===== src/rtl/mem_stage_sram_pkg.sv =====
// Shared constants, FSM encoding and address helper for the memory stage and its SRAM controller.
// Optional feature macro (used by mem_stage_sram): MEM_ACCESS_CNT_EN.
package mem_stage_sram_pkg;

  localparam int unsigned WORD_WIDTH      = 32;
  localparam int unsigned REG_FILE_DEPTH  = 4;
  localparam int unsigned SRAM_ADDR_WIDTH = 18;
  localparam int unsigned SRAM_DATA_WIDTH = WORD_WIDTH / 2;
  localparam logic [WORD_WIDTH-1:0] BASE_ADDR = 32'd1024;
  localparam int unsigned WAIT_CNT_WIDTH  = 3;

  typedef enum logic [1:0] {
    StIdle = 2'd0,
    StLo   = 2'd1,
    StHi   = 2'd2,
    StDone = 2'd3
  } mem_state_e;

  // Half-word SRAM address for a byte address; the subtraction wraps modulo 2^32.
  function automatic logic [SRAM_ADDR_WIDTH-1:0] half_addr(input logic [WORD_WIDTH-1:0] byte_addr,
                                                           input logic hi);
    logic [WORD_WIDTH-1:0] idx;
    idx = (byte_addr - BASE_ADDR) >> 2;
    return SRAM_ADDR_WIDTH'({idx, hi});
  endfunction

endpackage


===== src/rtl/mem_stage_sram_ctrl.sv =====
// SRAM controller: splits one 32-bit access into two 16-bit transfers, each held for
// WAIT_CYCLES+1 cycles, and reports ready while no access is outstanding.
// Ports:
//   clk, rst                   clock, asynchronous active-low reset
//   mem_read_in, mem_write_in  access request (read wins when both are set)
//   lo_addr, hi_addr           half-word addresses of the current word
//   wr_data                    store data
//   ready, done                stage not stalling / last cycle of an access
//   load_data                  {high, low} half-words of the last load
//   sram_*                     external SRAM pins (registered)
module mem_stage_sram_ctrl
  import mem_stage_sram_pkg::*;
#(
  parameter int unsigned WAIT_CYCLES = 1
) (
  input  logic                       clk,
  input  logic                       rst,
  input  logic                       mem_read_in,
  input  logic                       mem_write_in,
  input  logic [SRAM_ADDR_WIDTH-1:0] lo_addr,
  input  logic [SRAM_ADDR_WIDTH-1:0] hi_addr,
  input  logic [WORD_WIDTH-1:0]      wr_data,
  output logic                       ready,
  output logic                       done,
  output logic [WORD_WIDTH-1:0]      load_data,
  output logic [SRAM_ADDR_WIDTH-1:0] sram_addr,
  output logic [SRAM_DATA_WIDTH-1:0] sram_dq_out,
  output logic                       sram_dq_oe,
  input  logic [SRAM_DATA_WIDTH-1:0] sram_dq_in,
  output logic                       sram_we_n,
  output logic                       sram_oe_n
);

  localparam logic [WAIT_CNT_WIDTH-1:0] LastCnt = WAIT_CNT_WIDTH'(WAIT_CYCLES);
  // With no wait cycles every phase is a single cycle, which is also its final cycle.
  localparam bit FirstIsLast = (WAIT_CYCLES == 0);

  mem_state_e                 state_q;
  logic [WAIT_CNT_WIDTH-1:0]  cnt_q;
  logic [SRAM_DATA_WIDTH-1:0] lo_q, hi_q;

  logic req, wr_only, phase_end, strobe_start, strobe_mid;

  always_comb begin
    req          = mem_read_in | mem_write_in;
    wr_only      = mem_write_in & ~mem_read_in;
    phase_end    = (cnt_q == LastCnt);
    // Strobe is low except on the final cycle of each phase so the address is stable
    // across its rising edge.
    strobe_start = wr_only & ~FirstIsLast;
    strobe_mid   = wr_only & ((cnt_q + 3'd1) != LastCnt);
    ready        = ((state_q == StIdle) & ~req) | (state_q == StDone);
    done         = (state_q == StDone);
    load_data    = {hi_q, lo_q};
  end

  always_ff @(posedge clk or negedge rst) begin
    if (!rst) begin
      state_q     <= StIdle;
      cnt_q       <= '0;
      lo_q        <= '0;
      hi_q        <= '0;
      sram_addr   <= '0;
      sram_dq_out <= '0;
      sram_dq_oe  <= 1'b0;
      sram_we_n   <= 1'b1;
      sram_oe_n   <= 1'b1;
    end else begin
      unique case (state_q)
        StIdle: begin
          if (req) begin
            state_q     <= StLo;
            cnt_q       <= '0;
            sram_addr   <= lo_addr;
            sram_dq_out <= wr_data[SRAM_DATA_WIDTH-1:0];
            sram_dq_oe  <= wr_only;
            sram_oe_n   <= ~mem_read_in;
            sram_we_n   <= ~strobe_start;
          end
        end
        StLo: begin
          if (phase_end) begin
            if (mem_read_in) lo_q <= sram_dq_in;
            state_q     <= StHi;
            cnt_q       <= '0;
            sram_addr   <= hi_addr;
            sram_dq_out <= wr_data[WORD_WIDTH-1:SRAM_DATA_WIDTH];
            sram_we_n   <= ~strobe_start;
          end else begin
            cnt_q     <= cnt_q + 3'd1;
            sram_we_n <= ~strobe_mid;
          end
        end
        StHi: begin
          if (phase_end) begin
            if (mem_read_in) hi_q <= sram_dq_in;
            state_q    <= StDone;
            cnt_q      <= '0;
            sram_dq_oe <= 1'b0;
            sram_we_n  <= 1'b1;
            sram_oe_n  <= 1'b1;
          end else begin
            cnt_q     <= cnt_q + 3'd1;
            sram_we_n <= ~strobe_mid;
          end
        end
        StDone: begin
          // The request still present here is the one just served.
          state_q <= StIdle;
        end
      endcase
    end
  end

endmodule


===== src/rtl/mem_stage_sram.sv =====
// Memory stage with MEM/WB pipeline register, backed by an external 16-bit SRAM.
// Optional feature: define MEM_ACCESS_CNT_EN to add access_cnt / stall_cnt outputs.
// Ports:
//   clk, rst                        clock, asynchronous active-low reset
//   *_in                            EX/MEM register fields
//   ready                           0 freezes the upstream pipeline
//   mem_read, WB_en, dst, ALU_res, mem   MEM/WB register outputs
//   sram_*                          external SRAM pins
//   access_cnt, stall_cnt           completed accesses / stalled cycles (optional)
module mem_stage_sram
  import mem_stage_sram_pkg::*;
#(
  parameter int unsigned WAIT_CYCLES = 1
) (
  input  logic                       clk,
  input  logic                       rst,
  input  logic                       mem_read_in,
  input  logic                       mem_write_in,
  input  logic                       WB_en_in,
  input  logic [REG_FILE_DEPTH-1:0]  dst_in,
  input  logic [WORD_WIDTH-1:0]      ALU_res_in,
  input  logic [WORD_WIDTH-1:0]      Val_Rm_in,
  output logic                       ready,
  output logic                       mem_read,
  output logic                       WB_en,
  output logic [REG_FILE_DEPTH-1:0]  dst,
  output logic [WORD_WIDTH-1:0]      ALU_res,
  output logic [WORD_WIDTH-1:0]      mem,
  output logic [SRAM_ADDR_WIDTH-1:0] sram_addr,
  output logic [SRAM_DATA_WIDTH-1:0] sram_dq_out,
  output logic                       sram_dq_oe,
  input  logic [SRAM_DATA_WIDTH-1:0] sram_dq_in,
  output logic                       sram_we_n,
  output logic                       sram_oe_n
`ifdef MEM_ACCESS_CNT_EN
  ,
  output logic [31:0]                access_cnt,
  output logic [31:0]                stall_cnt
`endif
);

  logic [SRAM_ADDR_WIDTH-1:0] lo_addr, hi_addr;
  logic [WORD_WIDTH-1:0]      load_data;
  logic                       done;

  always_comb begin
    lo_addr = half_addr(ALU_res_in, 1'b0);
    hi_addr = half_addr(ALU_res_in, 1'b1);
  end

  mem_stage_sram_ctrl #(
    .WAIT_CYCLES(WAIT_CYCLES)
  ) u_ctrl (
    .clk         (clk),
    .rst         (rst),
    .mem_read_in (mem_read_in),
    .mem_write_in(mem_write_in),
    .lo_addr     (lo_addr),
    .hi_addr     (hi_addr),
    .wr_data     (Val_Rm_in),
    .ready       (ready),
    .done        (done),
    .load_data   (load_data),
    .sram_addr   (sram_addr),
    .sram_dq_out (sram_dq_out),
    .sram_dq_oe  (sram_dq_oe),
    .sram_dq_in  (sram_dq_in),
    .sram_we_n   (sram_we_n),
    .sram_oe_n   (sram_oe_n)
  );

  // MEM/WB register: bubbles (no write-back) while the stage is stalling.
  always_ff @(posedge clk or negedge rst) begin
    if (!rst) begin
      mem_read <= 1'b0;
      WB_en    <= 1'b0;
      dst      <= '0;
      ALU_res  <= '0;
      mem      <= '0;
    end else if (ready) begin
      mem_read <= mem_read_in;
      WB_en    <= WB_en_in;
      dst      <= dst_in;
      ALU_res  <= ALU_res_in;
      mem      <= load_data;
    end else begin
      mem_read <= 1'b0;
      WB_en    <= 1'b0;
    end
  end

`ifdef MEM_ACCESS_CNT_EN
  always_ff @(posedge clk or negedge rst) begin
    if (!rst) begin
      access_cnt <= '0;
      stall_cnt  <= '0;
    end else begin
      if (done)   access_cnt <= access_cnt + 32'd1;
      if (!ready) stall_cnt  <= stall_cnt + 32'd1;
    end
  end
`endif

endmodule


===== config.mk =====
export PLATFORM = sky130hd
export DESIGN_NAME = mem_stage_sram
export DESIGN_NICKNAME = d
export VERILOG_FILES = /design/src/rtl/mem_stage_sram_pkg.sv /design/src/rtl/mem_stage_sram_ctrl.sv /design/src/rtl/mem_stage_sram.sv
export SDC_FILE = /design/constraint.sdc
export NUM_CORES = 1
export LEC_CHECK = 0
export CAP_MARGIN = 20
export CELL_PAD_IN_SITES_DETAIL_PLACEMENT = 0
export CELL_PAD_IN_SITES_GLOBAL_PLACEMENT = 2
export CORE_MARGIN = 2
export CORE_UTILIZATION = 30
export DETAILED_ROUTE_END_ITERATION = 10
export GPL_TIMING_DRIVEN = 0
export PLACE_DENSITY_LB_ADDON = 0.1
export SYNTH_ARGS = -nofsm -noshare
export SYNTH_HDL_FRONTEND = slang
export SYNTH_SLANG_ARGS = --single-unit

===== constraint.sdc =====
create_clock -name clk -period 2.45 [get_ports clk]
set_input_delay 0.6125 -clock clk [delete_from_list [all_inputs] [get_ports clk]]
set_output_delay 0.6125 -clock clk [all_outputs]
set_load 0.01 [all_outputs]

==> impl_metrics.env <==
export IMPL_syn_avg_cell_area_sq_um=14.1
export IMPL_utilization=0.458
export IMPL_cts_tree="built"
export IMPL_status="completed"
export IMPL_crit_arrival_ns=1.75
export IMPL_synth_top_area_frac=0.594
export IMPL_drc=0
export IMPL_crit_fanout=2
export IMPL_r2r_start="u_ctrl.state_q[0]$_DFFE_PN0P_"
export IMPL_holdCritPathClass="in -> async"
export IMPL_finalSetupTns_ns=0
export IMPL_drt_iter0_drc=139
export IMPL_crit_slowest_cell="dfrtp_1"
export IMPL_synth_simple_area_share=0.0564
export IMPL_power_switching_w=0.00418
export IMPL_layout_min_cycle_time_ns=2.36
export IMPL_core_area_sq_um=19500
export IMPL_hold_viol_final=0
export IMPL_synth_top_cell_by_area="dfrtp_1"
export IMPL_synth_top_family_by_area="multiplexers"
export IMPL_async_flop_share=1.00
export IMPL_end_kind="output port"
export IMPL_cts_buffers=17
export IMPL_p_seq_frac=0.332
export IMPL_grt_pass1_wl_um=25200
export IMPL_wl_um=15500
export IMPL_p_clk_frac=0.200
export IMPL_die_height_um=145
export IMPL_antenna_found_initial=1
export IMPL_fp_dieW_um=145
export IMPL_synth_area_leaders="dfrtp_1 59%, mux2_2 16%, mux2_1 4.1%"
export IMPL_yosys_top_cells_count="142 x dfrtp_1, 84 x mux2_2, 36 x nand2_1, 26 x o21ai_0, 22 x mux2_1"
export IMPL_clock_sinks=144
export IMPL_final_area_sq_um=8950
export IMPL_clock_latency_ns=0.42
export IMPL_tightest_slew_ns=0.496
export IMPL_postCtsHoldBufs=0
export IMPL_r2r_end="u_ctrl.sram_dq_out[12]$_DFFE_PN0P_"
export IMPL_r2r_cells=6
export IMPL_grt_max_degree=97
export IMPL_cap_violations=0
export IMPL_gp_congestion=0.747
export IMPL_rsz0062_at_grt="no"
export IMPL_cts_root_buf="clkbuf_16"
export IMPL_die_area_sq_um=21100
export IMPL_firstDrtPassIters=4
export IMPL_drive_above_1_share=0.256
export IMPL_p_int_w=0.00843
export IMPL_syn_num_nets=518
export IMPL_slew_limit_headroom=0.666
export IMPL_netlist_area_sq_um=5980
export IMPL_grt_usage=0.153
export IMPL_grt_overflow_total=0
export IMPL_routedWlPerCell_um=16.7
export IMPL_ctsHtreeMaxLevel=4
export IMPL_ys_seq_area_frac=0.603
export IMPL_row_count=51
export IMPL_fillCellCount=1807
export IMPL_synthAdderAreaFrac=0.0125
export IMPL_yosys_warnings=0
export IMPL_synth_edf_count=0
export IMPL_port_buffers=196
export IMPL_crit_required_ns=1.84
export IMPL_drv_slew=0
export IMPL_setup_viol=0
export IMPL_drt_vias_per_instance=4.42
export IMPL_placed_area_sq_um=8310
export IMPL_path_cells="inv_2 > ha_4 > buf_6 > nor3b_4 > nor2_4 > buf_6 > inv_1 > buf_2"
export IMPL_postSynthCellCount=423
export IMPL_vias=4096
export IMPL_synth_compound_area_frac=0.0523
export IMPL_power_density_nw_per_um2=1410
export IMPL_r2r_slack_ns=0.46
export IMPL_synth_top_flop_cell="dfrtp_1"
export IMPL_crit_top_cell="buf_6"
export IMPL_crit_type="reg -> out"
export IMPL_synthXorXnorAreaFrac=0.0102
export IMPL_final_nets=742
export IMPL_max_stage_delay_ns=0.38
export IMPL_ys_ff_latch=144
export IMPL_num_io_pins=197
export IMPL_skew_ns=0.0110
export IMPL_vdd_drop_max_v=0.000539
export IMPL_hpwl_um=11100
export IMPL_clk_pin_slew_ns=0.06
export IMPL_power_frac_comb=0.468
export IMPL_areaGrowthSynthToFinish_pct=49.6
export IMPL_ant_nets=0
export IMPL_ys_types=42
export IMPL_total_leakage_power_nw=3.81
export IMPL_synthMuxAreaShare=0.230
export IMPL_p_sw_frac=0.332
export IMPL_clock_path_buffers=2
export IMPL_grt_pass1_vias=4410
export IMPL_synth_most_common_cell="dfrtp_1"
export IMPL_cp_start_kind="flip-flop"
export IMPL_max_freq_mhz=424
export IMPL_timing_final_crit_share=0.963
export IMPL_initial_utilization=0.306
power groups by stage:
| stage | sequential (W) | combinational (W) | clock (W) |
|---|---|---|---|
| floorplan | 0.00457 | 0.00274 | 0 |
| global placement | 0.00419 | 0.00580 | 0 |
| detailed placement | 0.00423 | 0.00590 | 0 |
| CTS | 0.00419 | 0.00604 | 0.00260 |
| global route | 0.00435 | 0.00640 | 0.00273 |
| finish | 0.00418 | 0.00590 | 0.00252 |
worst max path at each step:
stage | startpoint | endpoint | slack [ns] | depth (start not counted)
3_5_place_dp | mem_read_in | ready | -0.74 | 6
5_1_grt | u_ctrl.state_q[1]$_DFFE_PN0P_ | ready | 0.02 | 8
2_1_floorplan | u_ctrl.state_q[0]$_DFFE_PN0P_ | ready | 0.41 | 7
6_report | u_ctrl.state_q[0]$_DFFE_PN0P_ | ready | 0.09 | 8
4_1_cts | u_ctrl.state_q[0]$_DFFE_PN0P_ | ready | 0.04 | 8
3_3_place_gp | rst | ALU_res[31]$_DFFE_PN0N_ | -5.08 | 1
metal layers:
metal	track usage	vias to the layer above	part of all wire
met5	0	-	0
met4	0.0422	0	0.012
met3	0.0582	13	0.072
met2	0.248	128	0.48
met1	0.191	2022	0.44
li1	-	1933	-
final cells by class:
class / instances / area [sq um] / area share
buffer: 21 / 191 / 0.0214
antenna: 1 / 2.50 / 0.000280
sequential: 144 / 3610 / 0.403
clock inverter: 15 / 149 / 0.0166
timing repair buffer: 205 / 2040 / 0.228
tap: 265 / 332 / 0.0370
clock buffer: 17 / 425 / 0.0475
inverter: 8 / 30.0 / 0.00335
multi-input combinational: 250 / 2170 / 0.243
what timing repair did:
action,4_1_cts,5_1_grt
gates resized for setup,11,0
hold endpoints to repair,0,0
pin swaps,2,1
endpoints found under the setup margin,1,1
buffers inserted,7,1
registers in the layout, indices dropped and copies added (netlist names):
| register | count |
|---|---|
| ALU_res | 32 |
| mem | 32 |
| u_ctrl.sram_addr | 18 |
| u_ctrl.hi_q | 16 |
| u_ctrl.lo_q | 16 |
| u_ctrl.sram_dq_out | 16 |
| dst | 4 |
| u_ctrl.cnt_q | 3 |
| u_ctrl.state_q | 2 |
| WB_en | 1 |
| mem_read | 1 |
| u_ctrl.sram_dq_oe | 1 |
| u_ctrl.sram_oe_n | 1 |
| u_ctrl.sram_we_n | 1 |
critical path, delay by kind of cell, from the launching register on:
family,cells,cell delay [ns]
adder cells (fa/ha/maj),1,0.16
buffers and inverters,5,0.45
flip-flops,1,0.38
AND/OR/NAND/NOR,2,0.34
logic make-up (layout without fill, tap and decap cells):
group           Yosys count  in the layout
flops                   144            144
mux                     124            124
simple gates             64             64
compound gates           49             49
buf+inv                  29            266
xor+xnor                  7              7
fa+ha+maj                 6              6
other cells               0              1
placed cells by master (no fill, tap or decap), types with 3 or more instances in the layout:
master	n
a21oi_1	6
a22o_1	3
buf_2	7
buf_4	9
buf_6	9
clkbuf_16	17
clkdlybuf4s50_1	192
clkinv_4	4
dfrtp_1	142
ha_1	5
inv_1	6
inv_6	5
mux2_1	22
mux2_2	84
mux2i_1	18
nand2_1	36
nor2_1	6
nor2b_1	3
nor3_1	3
o21ai_0	26
o21ai_2	8
xnor2_1	5
per-stage QoR:
step                power, W  hold slack [ns]  instances  setup slack (ns)
floorplan            0.00731            0.317        423             0.410
global placement     0.00999            0.461        884             -5.08
detailed placement    0.0101            0.465        885            -0.739
CTS                   0.0128            0.127        924            0.0406
global route          0.0135            0.142        926            0.0182
finish                0.0126            0.126        926            0.0913
No activity file was read; power rests on OpenSTA's default activity.
